File: src/rtl/linear_classifier_engine_if.sv
// Bus bundle between the classifier engine and its weight/bias/image RAMs, control and result display.
// master = engine side, slave = memories/controller side.
interface linear_classifier_engine_if #(
  parameter int NUM_CLASSES = 10,
  parameter int NUM_INPUTS  = 784,
  parameter int LANES       = 1,
  parameter int PIX_W       = 8,
  parameter int WGT_W       = 8,
  parameter int ACC_W       = 32
);
  localparam int BEATS = NUM_INPUTS / LANES;
  localparam int CLS_W = $clog2(NUM_CLASSES);
  localparam int WA_W  = $clog2(NUM_CLASSES * BEATS);
  localparam int IA_W  = $clog2(BEATS);

  logic [WA_W-1:0]        weight_addr;
  logic [LANES*WGT_W-1:0] weight_data;
  logic [CLS_W-1:0]       bias_addr;
  logic [ACC_W-1:0]       bias_data;
  logic [IA_W-1:0]        input_addr;
  logic [LANES*PIX_W-1:0] input_pixel;
  logic                   weights_ready;
  logic                   start_inference;
  logic                   abort;
  logic [CLS_W-1:0]       predicted_digit;
  logic [ACC_W-1:0]       max_score;
  logic [ACC_W-1:0]       class_score;
  logic [CLS_W-1:0]       class_idx;
  logic                   class_valid;
  logic                   inference_done;
  logic                   busy;

  modport master (
    output weight_addr, bias_addr, input_addr,
    output predicted_digit, max_score, class_score, class_idx, class_valid, inference_done, busy,
    input  weight_data, bias_data, input_pixel, weights_ready, start_inference, abort
  );

  modport slave (
    input  weight_addr, bias_addr, input_addr,
    input  predicted_digit, max_score, class_score, class_idx, class_valid, inference_done, busy,
    output weight_data, bias_data, input_pixel, weights_ready, start_inference, abort
  );
endinterface

File: src/rtl/linear_classifier_engine.sv
// Multi-lane linear classifier: score[c] = sat(bias[c] + sum w[c][i]*x[i]), argmax over classes.
//  state      | meaning
//  IDLE       | waiting for start_inference with weights_ready
//  LOAD_BIAS  | addresses for class set, accumulator cleared
//  COMPUTE    | BEATS+1 cycles: issue beat addresses, accumulate one cycle later
//  ADD_BIAS   | acc <= sat(acc + bias)
//  NEXT_CLASS | publish class score, track best, advance class
//  DONE       | publish argmax, pulse inference_done
module linear_classifier_engine #(
  parameter int NUM_CLASSES = 10,
  parameter int NUM_INPUTS  = 784,
  parameter int LANES       = 1,
  parameter int PIX_W       = 8,
  parameter int WGT_W       = 8,
  parameter int ACC_W       = 32
) (
  input logic                        clk,
  input logic                        rst,
  linear_classifier_engine_if.master bus
);
  localparam int BEATS  = NUM_INPUTS / LANES;
  localparam int CLS_W  = $clog2(NUM_CLASSES);
  localparam int WA_W   = $clog2(NUM_CLASSES * BEATS);
  localparam int IA_W   = $clog2(BEATS);
  localparam int CNT_W  = $clog2(BEATS + 1);
  localparam int PROD_W = WGT_W + PIX_W + 1;
  localparam int SUM_W  = ACC_W + PROD_W + $clog2(LANES) + 2;

  localparam logic signed [SUM_W-1:0] ACC_MAX = {{(SUM_W-ACC_W+1){1'b0}}, {(ACC_W-1){1'b1}}};
  localparam logic signed [SUM_W-1:0] ACC_MIN = {{(SUM_W-ACC_W+1){1'b1}}, {(ACC_W-1){1'b0}}};

  localparam logic [2:0] S_IDLE       = 3'd0;
  localparam logic [2:0] S_LOAD_BIAS  = 3'd1;
  localparam logic [2:0] S_COMPUTE    = 3'd2;
  localparam logic [2:0] S_ADD_BIAS   = 3'd3;
  localparam logic [2:0] S_NEXT_CLASS = 3'd4;
  localparam logic [2:0] S_DONE       = 3'd5;

  logic [2:0]               state;
  logic [CLS_W-1:0]         cls;
  logic [WA_W-1:0]          weight_addr;
  logic [IA_W-1:0]          input_addr;
  logic [CNT_W-1:0]         cnt;
  logic signed [ACC_W-1:0]  acc;
  logic signed [ACC_W-1:0]  bias_q;
  logic signed [ACC_W-1:0]  best_score;
  logic [CLS_W-1:0]         best_idx;
  logic [CLS_W-1:0]         predicted_digit;
  logic signed [ACC_W-1:0]  max_score;
  logic signed [ACC_W-1:0]  class_score;
  logic [CLS_W-1:0]         class_idx;
  logic                     class_valid;
  logic                     inference_done;
  logic                     busy;

  logic signed [PROD_W-1:0] prod;
  logic signed [SUM_W-1:0]  lane_sum;
  logic signed [ACC_W-1:0]  acc_beat;
  logic signed [ACC_W-1:0]  acc_bias;

  function automatic logic signed [ACC_W-1:0] sat(input logic signed [SUM_W-1:0] v);
    if (v > ACC_MAX) return ACC_MAX[ACC_W-1:0];
    if (v < ACC_MIN) return ACC_MIN[ACC_W-1:0];
    return v[ACC_W-1:0];
  endfunction

  // Pixels are unsigned, so each gets a zero sign bit before the signed multiply.
  always_comb begin
    prod     = '0;
    lane_sum = '0;
    for (int k = 0; k < LANES; k++) begin
      prod = PROD_W'($signed(bus.weight_data[k*WGT_W +: WGT_W])) *
             PROD_W'($signed({1'b0, bus.input_pixel[k*PIX_W +: PIX_W]}));
      lane_sum = lane_sum + SUM_W'(prod);
    end
    acc_beat = sat(SUM_W'(acc) + lane_sum);
    acc_bias = sat(SUM_W'(acc) + SUM_W'(bias_q));
  end

  always_ff @(posedge clk or negedge rst) begin
    if (!rst) begin
      state           <= S_IDLE;
      cls             <= '0;
      weight_addr     <= '0;
      input_addr      <= '0;
      cnt             <= '0;
      acc             <= '0;
      bias_q          <= '0;
      best_score      <= '0;
      best_idx        <= '0;
      predicted_digit <= '0;
      max_score       <= '0;
      class_score     <= '0;
      class_idx       <= '0;
      class_valid     <= 1'b0;
      inference_done  <= 1'b0;
      busy            <= 1'b0;
    end else begin
      class_valid    <= 1'b0;
      inference_done <= 1'b0;
      if (state != S_IDLE && bus.abort) begin
        state <= S_IDLE;
        busy  <= 1'b0;
      end else begin
        case (state)
          S_IDLE: begin
            if (bus.start_inference && bus.weights_ready && !bus.abort) begin
              state       <= S_LOAD_BIAS;
              busy        <= 1'b1;
              cls         <= '0;
              weight_addr <= '0;
              input_addr  <= '0;
            end
          end
          S_LOAD_BIAS: begin
            acc   <= '0;
            cnt   <= CNT_W'(BEATS);
            state <= S_COMPUTE;
          end
          S_COMPUTE: begin
            // cnt counts down from BEATS; cycle index within COMPUTE is BEATS-cnt
            if (cnt == CNT_W'(BEATS)) bias_q <= $signed(bus.bias_data);
            else                      acc    <= acc_beat;
            if (cnt > CNT_W'(1)) begin
              weight_addr <= weight_addr + WA_W'(1);
              input_addr  <= input_addr + IA_W'(1);
            end
            if (cnt == '0) state <= S_ADD_BIAS;
            else           cnt   <= cnt - CNT_W'(1);
          end
          S_ADD_BIAS: begin
            acc   <= acc_bias;
            state <= S_NEXT_CLASS;
          end
          S_NEXT_CLASS: begin
            class_valid <= 1'b1;
            class_score <= acc;
            class_idx   <= cls;
            if (cls == '0 || acc > best_score) begin
              best_score <= acc;
              best_idx   <= cls;
            end
            if (cls == CLS_W'(NUM_CLASSES - 1)) begin
              state <= S_DONE;
            end else begin
              cls         <= cls + CLS_W'(1);
              weight_addr <= weight_addr + WA_W'(1);
              input_addr  <= '0;
              state       <= S_LOAD_BIAS;
            end
          end
          S_DONE: begin
            predicted_digit <= best_idx;
            max_score       <= best_score;
            inference_done  <= 1'b1;
            busy            <= 1'b0;
            state           <= S_IDLE;
          end
          default: state <= S_IDLE;
        endcase
      end
    end
  end

  assign bus.weight_addr     = weight_addr;
  assign bus.input_addr      = input_addr;
  assign bus.bias_addr       = cls;
  assign bus.predicted_digit = predicted_digit;
  assign bus.max_score       = max_score;
  assign bus.class_score     = class_score;
  assign bus.class_idx       = class_idx;
  assign bus.class_valid     = class_valid;
  assign bus.inference_done  = inference_done;
  assign bus.busy            = busy;
endmodule

File: src/flat_wrapper.sv
// flat-port wrapper written by rule: the top's interface ports become plain ports
module linear_classifier_engine_flat 
#(
  parameter int NUM_CLASSES = 10,
  parameter int NUM_INPUTS  = 784,
  parameter int LANES       = 1,
  parameter int PIX_W       = 8,
  parameter int WGT_W       = 8,
  parameter int ACC_W       = 32
)
  (clk, rst, bus_weight_addr, bus_bias_addr, bus_input_addr, bus_predicted_digit, bus_max_score, bus_class_score, bus_class_idx, bus_class_valid, bus_inference_done, bus_busy, bus_weight_data, bus_bias_data, bus_input_pixel, bus_weights_ready, bus_start_inference, bus_abort);
  linear_classifier_engine_if #(.NUM_CLASSES(NUM_CLASSES), .NUM_INPUTS(NUM_INPUTS), .LANES(LANES), .PIX_W(PIX_W), .WGT_W(WGT_W), .ACC_W(ACC_W)) bus_i ();
  input logic clk;
  input logic rst;
  output wire logic [$bits(bus_i.weight_addr)-1:0] bus_weight_addr;
  output wire logic [$bits(bus_i.bias_addr)-1:0] bus_bias_addr;
  output wire logic [$bits(bus_i.input_addr)-1:0] bus_input_addr;
  output wire logic [$bits(bus_i.predicted_digit)-1:0] bus_predicted_digit;
  output wire logic [$bits(bus_i.max_score)-1:0] bus_max_score;
  output wire logic [$bits(bus_i.class_score)-1:0] bus_class_score;
  output wire logic [$bits(bus_i.class_idx)-1:0] bus_class_idx;
  output wire logic [$bits(bus_i.class_valid)-1:0] bus_class_valid;
  output wire logic [$bits(bus_i.inference_done)-1:0] bus_inference_done;
  output wire logic [$bits(bus_i.busy)-1:0] bus_busy;
  input wire logic [$bits(bus_i.weight_data)-1:0] bus_weight_data;
  input wire logic [$bits(bus_i.bias_data)-1:0] bus_bias_data;
  input wire logic [$bits(bus_i.input_pixel)-1:0] bus_input_pixel;
  input wire logic [$bits(bus_i.weights_ready)-1:0] bus_weights_ready;
  input wire logic [$bits(bus_i.start_inference)-1:0] bus_start_inference;
  input wire logic [$bits(bus_i.abort)-1:0] bus_abort;
  assign bus_weight_addr = bus_i.weight_addr;
  assign bus_bias_addr = bus_i.bias_addr;
  assign bus_input_addr = bus_i.input_addr;
  assign bus_predicted_digit = bus_i.predicted_digit;
  assign bus_max_score = bus_i.max_score;
  assign bus_class_score = bus_i.class_score;
  assign bus_class_idx = bus_i.class_idx;
  assign bus_class_valid = bus_i.class_valid;
  assign bus_inference_done = bus_i.inference_done;
  assign bus_busy = bus_i.busy;
  assign bus_i.weight_data = bus_weight_data;
  assign bus_i.bias_data = bus_bias_data;
  assign bus_i.input_pixel = bus_input_pixel;
  assign bus_i.weights_ready = bus_weights_ready;
  assign bus_i.start_inference = bus_start_inference;
  assign bus_i.abort = bus_abort;
  linear_classifier_engine #(.NUM_CLASSES(NUM_CLASSES), .NUM_INPUTS(NUM_INPUTS), .LANES(LANES), .PIX_W(PIX_W), .WGT_W(WGT_W), .ACC_W(ACC_W)) u_core (.clk(clk), .rst(rst), .bus(bus_i));
endmodule
File: config.mk
export PLATFORM = sky130hd
export DESIGN_NAME = linear_classifier_engine_flat
export DESIGN_NICKNAME = d
export VERILOG_FILES = /design/src/rtl/linear_classifier_engine_if.sv /design/src/rtl/linear_classifier_engine.sv /design/src/flat_wrapper.sv
export SDC_FILE = /design/constraint.sdc
export NUM_CORES = 1
export LEC_CHECK = 0
export BUFFER_PORTS_ARGS = -buffer_cell sky130_fd_sc_hd__buf_2
export CAP_MARGIN = 30
export CORE_ASPECT_RATIO = 1.25
export CORE_MARGIN = 2
export CORE_UTILIZATION = 61
export CTS_CLUSTER_DIAMETER = 200
export DETAILED_ROUTE_END_ITERATION = 8
export GPL_TIMING_DRIVEN = 0
export PLACE_DENSITY = 0.82
export SKIP_CTS_REPAIR_TIMING = 1
export SYNTH_ARGS = -nofsm -noshare
export SYNTH_HDL_FRONTEND = slang
export SYNTH_SLANG_ARGS = --single-unit
export TNS_END_PERCENT = 50
File: constraint.sdc
create_clock -name clk -period 6.5 [get_ports clk]
set_clock_uncertainty 0.05 [all_clocks]
set_input_delay 0.325 -clock clk [delete_from_list [all_inputs] [get_ports clk]]
set_output_delay 0.325 -clock clk [all_outputs]
set_load 0.01 [all_outputs]
==> flow_summary.yaml, run 1 <==
floorplanning:
  coreArea_um2: 25300
  ioPinCount: 155
  row_count: 65
  die_w_um: 147
  die-area_um2: 27000
  die_h_um: 183
  start_util_pct: 62.0
synth:
  syn_area_um2: 15700
  syn_nets: 1807
  synth.area.top_cells: "dfrtp_1, ha_1, mux2_2"
  avgSynthCellArea_um2: 10.3
  yosysTopAreaCellShare_pct: 34.3
  synth_ff_type: "dfrtp_1"
  netlist_instances: 1520
  synth_common_cells: "dfrtp_1, ha_1, inv_1, mux2_2, nor2_1"
  synth-edff-count: 0
  yosysMostFrequentCell: "dfrtp_1"
  yosys.area.top_type: "dfrtp_1"
  ys_seq_area_share_pct: 34.3
  ys_ff_latch: 215
  yosysWarningCount: 0
  ys_types: 67
  async_flop_share_pct: 100
placed_design:
  port_buffers: 151
  dpl_cell_area_um2: 16900
  placed_cells: 2009
  pre_cts_ws_ns: -0.525
  hpwl_mm: 30.0
  gp_congestion: 0.947
clocking:
  cts_inserted_buffers: 24
  cts.sinks: 215
  clock_latency_ns: 0.53
  path_clk_slew_ns: 0.07
  htree_levels: 1
  cts_buffer_depth: 3
  cts_root_buffer: "clkbuf_16"
  cts_tree: "done"
detailed_routing:
  wl_met1_mm: 16.4
  wl_met3_mm: 2.31
  topRoutingLayerUsed: "met4"
  drt_iter0_drc: 756
  wire_per_inst_um: 19.4
  wl_mm: 40.1
  vias_per_cell: 6.03
  via_count: 12500
  drc: 0
  drt-pass1-iter-count: 5
  antenna_left: 0
  wl_met2_mm: 19.9
setup_path:
  worst_ep_required_time_ns: 6.84
  start_kind: "flip-flop"
  path_max_fanout: 10
  critPathCaptureType: "flip-flop"
  crit_type: "reg2reg"
  cp.arrival_ns: 6.57
timing:
  slew_violations: 0
  max_slew.worst_pin.slew_ns: 1.09
  hold_violations: 1
  fin_worst_hold_slack_ns: -0.00231
  setup_ws_ns: 0.277
  relSlewSlack_pct: 25.5
  finalCritPeriodShare_pct: 95.7
  setup_viol: 0
  min_period_ns: 6.22
  rsz0062_at_grt: "no"
  clock.fmax_mhz: 161
hold_path:
  hold_path.class: "in2reg"
layout:
  nNetsFinal: 2007
  antenna_cells: 0
  final_cells: 2071
  area_growth_pct: 14.5
  design_area_um2: 17900
  drive_above_1_share_pct: 21.7
power:
  peakVddDrop_mv: 0.364
  power.density_nw_per_um2: 547
  leakagePower_nw: 9.14
grt:
  grt_max_degree: 119
  grt_pass1_vias: 12700
  grt_overflow: 0
  grt_pass1_wl_mm: 64.2
  grt.total_usage_pct: 29.7
  grt_antenna_before_repair: 0
outcome:
  violations: "hold timing"
  status: "finished, violations left"
run:
  max-cap-violations: 0
-- cell families after synthesis --
kind of cell    after synthesis  share of synthesized area (%)
mux                         141                           10.5
flops                       215                           34.3
compound gates              304                           13.5
simple gates                360                           10.9
xor+xnor                     86                           4.81
fa+ha+maj                   234                           21.2
buf+inv                     180                           4.72
-- worst paths after layout --
path                            slack (ns)                       start  depth (start not counted)                         end
worst min-delay path                -0.002            bus_bias_data[9]                          2            u_core.bias_q[9]
worst min register to register        0.45  u_core.bus.class_score[19]                          1  u_core.bus.class_score[19]
max in group asynchronous             4.99                         rst                          3               u_core.acc[6]
min in group asynchronous             0.35                         rst                          2      u_core.bus.class_valid
worst max-delay path                  0.28               u_core.acc[6]                         20              u_core.acc[12]
worst max register to register        0.28               u_core.acc[6]                         20              u_core.acc[12]
-- cell type report --
type	instances	area [um^2]
Multi-Input combinational cell	1125	9620
Fill cell	1891	7360
Sequential cell	215	5380
Timing Repair Buffer	174	1010
Clock buffer	36	707
Inverter	129	484
Tap cell	335	419
Buffer	51	255
Clock inverter	6	58.8
-- critical path, cell delays in order (launching register included) --
cell	delay, ns
dfrtp_2	0.45
inv_1	0.11
fa_1	0.54
inv_1	0.05
fa_1	0.50
inv_1	0.05
fa_1	0.49
inv_1	0.06
fa_1	0.43
fa_1	0.49
ha_4	0.31
nand3_1	0.09
o211ai_2	0.21
or4b_4	0.54
a2111oi_4	0.49
nor2_2	0.15
a41oi_1	0.27
nand3_2	0.25
a21boi_4	0.25
buf_6	0.21
a21oi_1	0.09
-- registers in the layout, summed over array words and instances (netlist names), 10 cells and up --
register                flops
u_core.acc                 32
u_core.best_score          32
u_core.bias_q              32
u_core.bus.class_score     32
u_core.bus.input_addr      10
u_core.bus.max_score       32
u_core.bus.weight_addr     13
u_core.cnt                 10
-- per-stage QoR --
stage	TNS (ns)	utilization (%)	power (mW)
floorplan	0	-	6.75
global placement	-11.43	66.6	8.07
detailed placement	-14.07	66.9	8.29
CTS	-0.0149	69.9	9.69
global route	0	70.9	10.6
finish	0	70.9	9.81
-- power by group --
part | total [mW] | switching (mW) | internal, mW
clock network | 1.33 | 0.543 | 0.787
registers | 2.22 | 0.454 | 1.76
logic | 6.26 | 3.64 | 2.62
-- metal layers --
metal  vias up  global-route usage, %
li1       5749                      -
met3       108                   3.13
met2       442                   52.2
met4         0                   11.0
met1      6181                   38.0
met5         -                      0
-- cells in the final DEF (no fill, tap or decap), types with 11 or more instances in the layout --
| master | count |
|---|---|
| dfrtp_1 | 214 |
| ha_1 | 180 |
| buf_2 | 152 |
| inv_1 | 129 |
| mux2_2 | 111 |
| nor2_1 | 110 |
| nand2_1 | 95 |
| a21oi_1 | 86 |
| fa_1 | 53 |
| clkbuf_1 | 46 |
| o21ai_0 | 45 |
| xor2_1 | 45 |
| xnor2_1 | 41 |
| a21o_1 | 40 |
| nand3_1 | 34 |
| and2_1 | 29 |
| clkbuf_16 | 25 |
| nand4_1 | 21 |
| dlygate4sd3_1 | 19 |
| mux2_4 | 18 |
| nor3_1 | 17 |
| a22oi_2 | 17 |
| and3_1 | 16 |
| o21a_1 | 16 |
| a31oi_1 | 14 |
| mux2i_1 | 12 |
| a211oi_1 | 11 |
No activity file was read; power rests on OpenSTA's default activity.
==> inputs of run 2 (changes only) <==
--- a/config.mk
+++ b/config.mk
@@ -9,11 +9,11 @@
 export CAP_MARGIN = 30
 export CORE_ASPECT_RATIO = 1.25
 export CORE_MARGIN = 2
-export CORE_UTILIZATION = 61
+export CORE_UTILIZATION = 55
 export CTS_CLUSTER_DIAMETER = 200
 export DETAILED_ROUTE_END_ITERATION = 8
 export GPL_TIMING_DRIVEN = 0
-export PLACE_DENSITY = 0.82
+export PLACE_DENSITY = 0.78
 export SKIP_CTS_REPAIR_TIMING = 1
 export SYNTH_ARGS = -nofsm -noshare
 export SYNTH_HDL_FRONTEND = slang
==> constraint.sdc (replaced) <==
create_clock -name clk -period 5 [get_ports clk]
set_clock_uncertainty 0.05 [all_clocks]
set_input_delay 0.25 -clock clk [delete_from_list [all_inputs] [get_ports clk]]
set_output_delay 0.25 -clock clk [all_outputs]
set_load 0.01 [all_outputs]
==> run 2 against run 1 <==
  * The flow finishes with violations (setup timing)
  * Clock-buffer cell count shrank 3
  * Via count shrank 0.14%
  * Sequential power grew 30%
  * Clock power grew 41%
  * Sequential share of layout area shrank 0.98 points
  * Global-route usage shrank 2.9 points
  * Wire length grew 1.2%
  * Core utilization shrank 5.2 points
  * Critical path type unchanged
  * Critical endpoint is now u_core.acc[11]
  * Largest cell class unchanged
  * Largest power group unchanged
==> flow_summary.yaml, run 2 (synthesized netlist as in run 1, its figures left out) <==
outcome:
  status: "finished, violations left"
  violations: "setup timing"
clocking:
  path_clk_slew_ns: 0.06
  cts.sinks: 215
  cts_inserted_buffers: 24
  cts_tree: "done"
  cts_buffer_depth: 3
  cts_root_buffer: "clkbuf_16"
  htree_levels: 1
  clock_latency_ns: 0.54
hold_path:
  hold_path.class: "in2reg"
setup_path:
  r2r_setup_slack_ns: -0.87
  crit_path_frequent_cell: "fa_1"
  critPathCaptureType: "flip-flop"
  worst_ep_required_time_ns: 5.37
  crit_type: "reg2reg"
  path_max_fanout: 5
  slowest_delay_ns: 0.54
  start_kind: "flip-flop"
  path_cells: "inv_2 -> fa_1 -> inv_1 -> fa_1 -> inv_1 -> fa_2 -> inv_2 -> fa_2 -> fa_1 -> ha_4 -> nand3_2 -> o211ai_2 -> or4b_4 -> a2111oi_4 -> buf_4 -> nor2_4 -> a2111oi_4 -> nor4b_4 -> and2_4 -> buf_12 -> a22oi_2 -> a21oi_2"
  cp.arrival_ns: 6.24
  cp_slowest_cell: "fa_2"
timing:
  hold_violations: 0
  rsz0062_at_grt: "yes"
  clock.fmax_mhz: 170
  setup_viol: 32
  setup_ws_ns: -0.866
  relSlewSlack_pct: 35.0
  fin_worst_hold_slack_ns: 0.0228
  max_slew.worst_pin.slew_ns: 0.950
  finalCritPeriodShare_pct: 117
  min_period_ns: 5.87
  setup_tns_ns: -25.18
  slew_violations: 0
power:
  clkPwrFrac_pct: 13.9
  internal-power_mw: 7.11
  peakVddDrop_mv: 0.584
  leakagePower_nw: 9.36
  p_seq_share_pct: 21.5
  swShare_pct: 47.1
  power.total_mw: 13.4
  combPwrFrac_pct: 64.6
  power.density_nw_per_um2: 724
  switchingPower_mw: 6.32
floorplanning:
  die_w_um: 155
  row_count: 69
  die_h_um: 193
  coreArea_um2: 28200
  start_util_pct: 55.5
  ioPinCount: 155
  die-area_um2: 29900
layout:
  most-common-layout-cells: "dfrtp_1, ha_1, buf_2, inv_1, mux2_2"
  drive_above_1_share_pct: 24.7
  antenna_cells: 0
  nFillCells: 2211
  nNetsFinal: 2041
  area_growth_pct: 18.4
  post-route-util_pct: 65.7
  design_area_um2: 18600
  final_common_cell: "dfrtp_1"
  final_cells: 2127
grt:
  gr-max-usage-layer: "met2"
  grt.total_usage_pct: 26.8
  grt_util_met1_pct: 33.9
  grt_use_met3_pct: 3.91
  grtUsageMet2_pct: 46.8
  grt_overflow: 0
  grt_max_degree: 127
  grt_pass1_wl_mm: 63.9
  grt_pass1_vias: 12500
  grt_antenna_before_repair: 0
detailed_routing:
  via_count: 12500
  vias_per_cell: 5.86
  antenna_left: 0
  wire_per_inst_um: 19.1
  drc: 0
  drt-pass1-iter-count: 5
  drt_iter0_drc: 813
  wl_mm: 40.6
placed_design:
  placed_cells: 2029
  dpl_cell_area_um2: 17000
  gp_congestion: 0.914
  pre_cts_ws_ns: -1.83
  port_buffers: 151
  hpwl_mm: 30.1
run:
  max-cap-violations: 0
-- run 2: changes by cell type in the layout (fill, tap and decap cells not counted), sizes merged --
cell | before | now
dlygate4sd3 | 19 | 33
bufinv | 1 | 3
clkbuf | 76 | 73
buf | 166 | 186
clkinvlp | 0 | 3
-- run 2: worst paths after layout --
path | startpoint | to | cells past startpoint
worst max-delay path | u_core.acc[6] | u_core.acc[11] | 22
min in group asynchronous | rst | u_core.bus.class_score[27] | 2
worst min-delay path | bus_abort | u_core.state[2] | 2
max in group asynchronous | rst | u_core.acc[6] | 3
worst min register to register | u_core.bus.max_score[28] | u_core.bus.max_score[28] | 1
worst max register to register | u_core.acc[6] | u_core.acc[11] | 22
-- run 2: power groups by stage --
stage | Clock (mW) | Sequential [mW] | Combinational, mW
after global routing | 1.96 | 2.97 | 9.66
after CTS | 1.89 | 2.88 | 8.16
after global placement | 0 | 2.88 | 7.84
final | 1.87 | 2.89 | 8.67
after floorplan | 0 | 2.75 | 6.16
after detailed placement | 0 | 2.90 | 8.06
-- run 2: critical path, delay by kind of cell, from the launching register on --
| kind | cells | cell delay, ns |
|---|---|---|
| AO/OA/AOI/OAI | 5 | 1.10 |
| AND/OR/NAND/NOR | 5 | 1.00 |
| buffers and inverters | 6 | 0.54 |
| flip-flops | 1 | 0.43 |
| adder cells (fa/ha/maj) | 6 | 2.63 |
-- run 2: cell type report --
class	count	area, um^2	area share [%]
inverter	129	488	2.63
multi-input combinational	1125	9750	52.5
sequential	215	5390	29.0
timing repair buffer	209	1350	7.29
buffer	50	308	1.66
clock inverter	11	143	0.769
clock buffer	33	686	3.70
tap	355	444	2.39
-- run 2: per-layer routing --
layer  part of all wire, %  wire (um)
met3                   5.2       2100
met1                    41      16800
met4                   3.1       1260
met2                    50      20400
met5                     0          0
==> inputs of run 3 (changes only) <==
--- a/config.mk
+++ b/config.mk
@@ -10,10 +10,10 @@
 export CORE_ASPECT_RATIO = 1.25
 export CORE_MARGIN = 2
 export CORE_UTILIZATION = 55
-export CTS_CLUSTER_DIAMETER = 200
 export DETAILED_ROUTE_END_ITERATION = 8
 export GPL_TIMING_DRIVEN = 0
-export PLACE_DENSITY = 0.78
+export PLACE_DENSITY = 0.76
+export SETUP_SLACK_MARGIN = 0.05
 export SKIP_CTS_REPAIR_TIMING = 1
 export SYNTH_ARGS = -nofsm -noshare
 export SYNTH_HDL_FRONTEND = slang
==> run 3 against run 2 <==
  * The run still ends with setup timing left
  * Critical endpoint is now u_core.acc[13]
  * Setup slack worse by 0.12 ns
  * Critical path type unchanged
  * Wire length down 2.9%
  * Highest routed layer unchanged
  * Core utilization down 0.51 points
  * Clock power down 9%
  * Via count down 1.1%
  * Largest power group unchanged
==> flow_summary.yaml, run 3 (synthesized netlist as in run 1, its figures left out) <==
setup_path:
  crit_path_end: "u_core.acc[13]"
  r2r.worst_path.cells: 22
  start_kind: "flip-flop"
  cp_top_family: "adder cells"
  r2r_start: "u_core.acc[6]"
  cp.arrival_ns: 6.34
  crit_buf_inv: 6
  r2r_setup_slack_ns: -0.99
  cp_num_cells: 22
  critPathCaptureType: "flip-flop"
  worst_ep_required_time_ns: 5.35
  cp_slowest_cell: "fa_2"
  path_max_fanout: 5
  startpoint: "u_core.acc[6]"
  crit_type: "reg2reg"
  slowest_delay_ns: 0.54
  r2r-end: "u_core.acc[13]"
  path_cells: "inv_2 -> fa_2 -> inv_2 -> fa_1 -> inv_1 -> fa_2 -> inv_2 -> fa_2 -> fa_1 -> ha_4 -> nand3_2 -> o211ai_2 -> or4b_4 -> a2111oi_4 -> buf_4 -> o21ai_2 -> nor4_4 -> nor4b_4 -> and2_4 -> clkbuf_16 -> a22oi_2 -> a21oi_2"
clocking:
  htree_levels: 1
  cts_buffer_depth: 3
  cts_tree: "done"
  cts_root_buffer: "clkbuf_16"
  cts.sinks: 215
  cts_inserted_buffers: 23
  path_clk_slew_ns: 0.06
  clock_latency_ns: 0.52
detailed_routing:
  wl_mm: 39.4
  wire_per_inst_um: 18.6
  vias_per_cell: 5.81
  antenna_left: 0
  drt-pass1-iter-count: 5
  via_count: 12300
  drc: 0
  drt_iter0_drc: 621
power:
  leakagePower_nw: 9.31
  peakVddDrop_mv: 0.475
  power.density_nw_per_um2: 713
  power.total_mw: 13.1
placed_design:
  dpl_cell_area_um2: 17000
  port_buffers: 151
  hpwl_mm: 29.7
  gp_congestion: 0.943
grt:
  grtUsageMet2_pct: 45.9
  grt.total_usage_pct: 26.1
  grt_antenna_before_repair: 0
  grt_pass1_vias: 12400
  grt_use_met3_pct: 3.71
  grt_pass1_wl_mm: 62.5
  gr-max-usage-layer: "met2"
  grt_util_met1_pct: 33.2
  grt_max_degree: 116
  grt_overflow: 0
floorplanning:
  die-area_um2: 29900
  ioPinCount: 155
  coreArea_um2: 28200
  start_util_pct: 55.5
  row_count: 69
  die_w_um: 155
  die_h_um: 193
layout:
  area_growth_pct: 17.5
  antenna_cells: 0
  drive_above_1_share_pct: 24.2
  seq_area_um2: 5380
  nNetsFinal: 2040
  design_area_um2: 18400
  final_common_cell: "dfrtp_1"
  multi_input_area_um2: 9730
  most-common-layout-cells: "dfrtp_1, ha_1, buf_2, inv_1, mux2_2"
  nFillCells: 2187
outcome:
  violations: "setup timing"
  status: "finished, violations left"
timing:
  rsz0062_at_grt: "yes"
  slew_violations: 0
  setup_ws_ns: -0.985
  clock.fmax_mhz: 167
  finalCritPeriodShare_pct: 120
  setup_viol: 32
  relSlewSlack_pct: 42.3
  min_period_ns: 5.99
  hold_violations: 0
  max_slew.worst_pin.slew_ns: 0.866
run:
  max-cap-violations: 0
hold_path:
  hold_path.class: "in2reg"
## run 3: cell type report
type / instances / share of cell area [%]
Buffer: 51 / 1.65
Tap cell: 355 / 2.41
Multi-Input combinational cell: 1125 / 52.8
Timing Repair Buffer: 208 / 7.19
Inverter: 129 / 2.65
Sequential cell: 215 / 29.2
Clock inverter: 5 / 0.313
Clock buffer: 33 / 3.71
## run 3: layer usage
metal  up-vias  share of wire, %
met5         -                 0
met4         0               3.4
met3        91               5.2
met2       376                50
met1      6044                41
li1       5813                 -
## run 3: worst min-delay path by stage
stage / start / end / slack [ns] / depth (start not counted)
after floorplan: rst / u_core.acc[0] / -0.1 / 0
after CTS: rst / u_core.bus.class_valid / -0.25 / 1
final: bus_abort / u_core.state[2] / 0.07 / 2
after global placement: bus_bias_data[16] / u_core.bias_q[16] / 0.43 / 2
after global routing: bus_abort / u_core.state[2] / 0.10 / 2
after detailed placement: rst / u_core.bus.class_valid / 0.29 / 1
## run 3: per-stage QoR
stage	util, %	worst slack, ns	cells	TNS (ns)	hold slack [ns]
final	65.2	-0.985	2121	-29.47	0.0690
after global placement	60.1	-1.78	2026	-64.38	0.434
after CTS	63.0	-1.36	2067	-40.98	-0.247
after detailed placement	60.3	-1.88	2029	-57.26	0.294
after floorplan	-	-0.607	1520	-17.77	-0.0956
after global routing	65.2	-1.15	2121	-35.13	0.103
## run 3: power breakdown
part | internal, mW | switching (mW)
clock network | 0.995 | 0.701
logic | 3.66 | 4.88
registers | 2.29 | 0.593
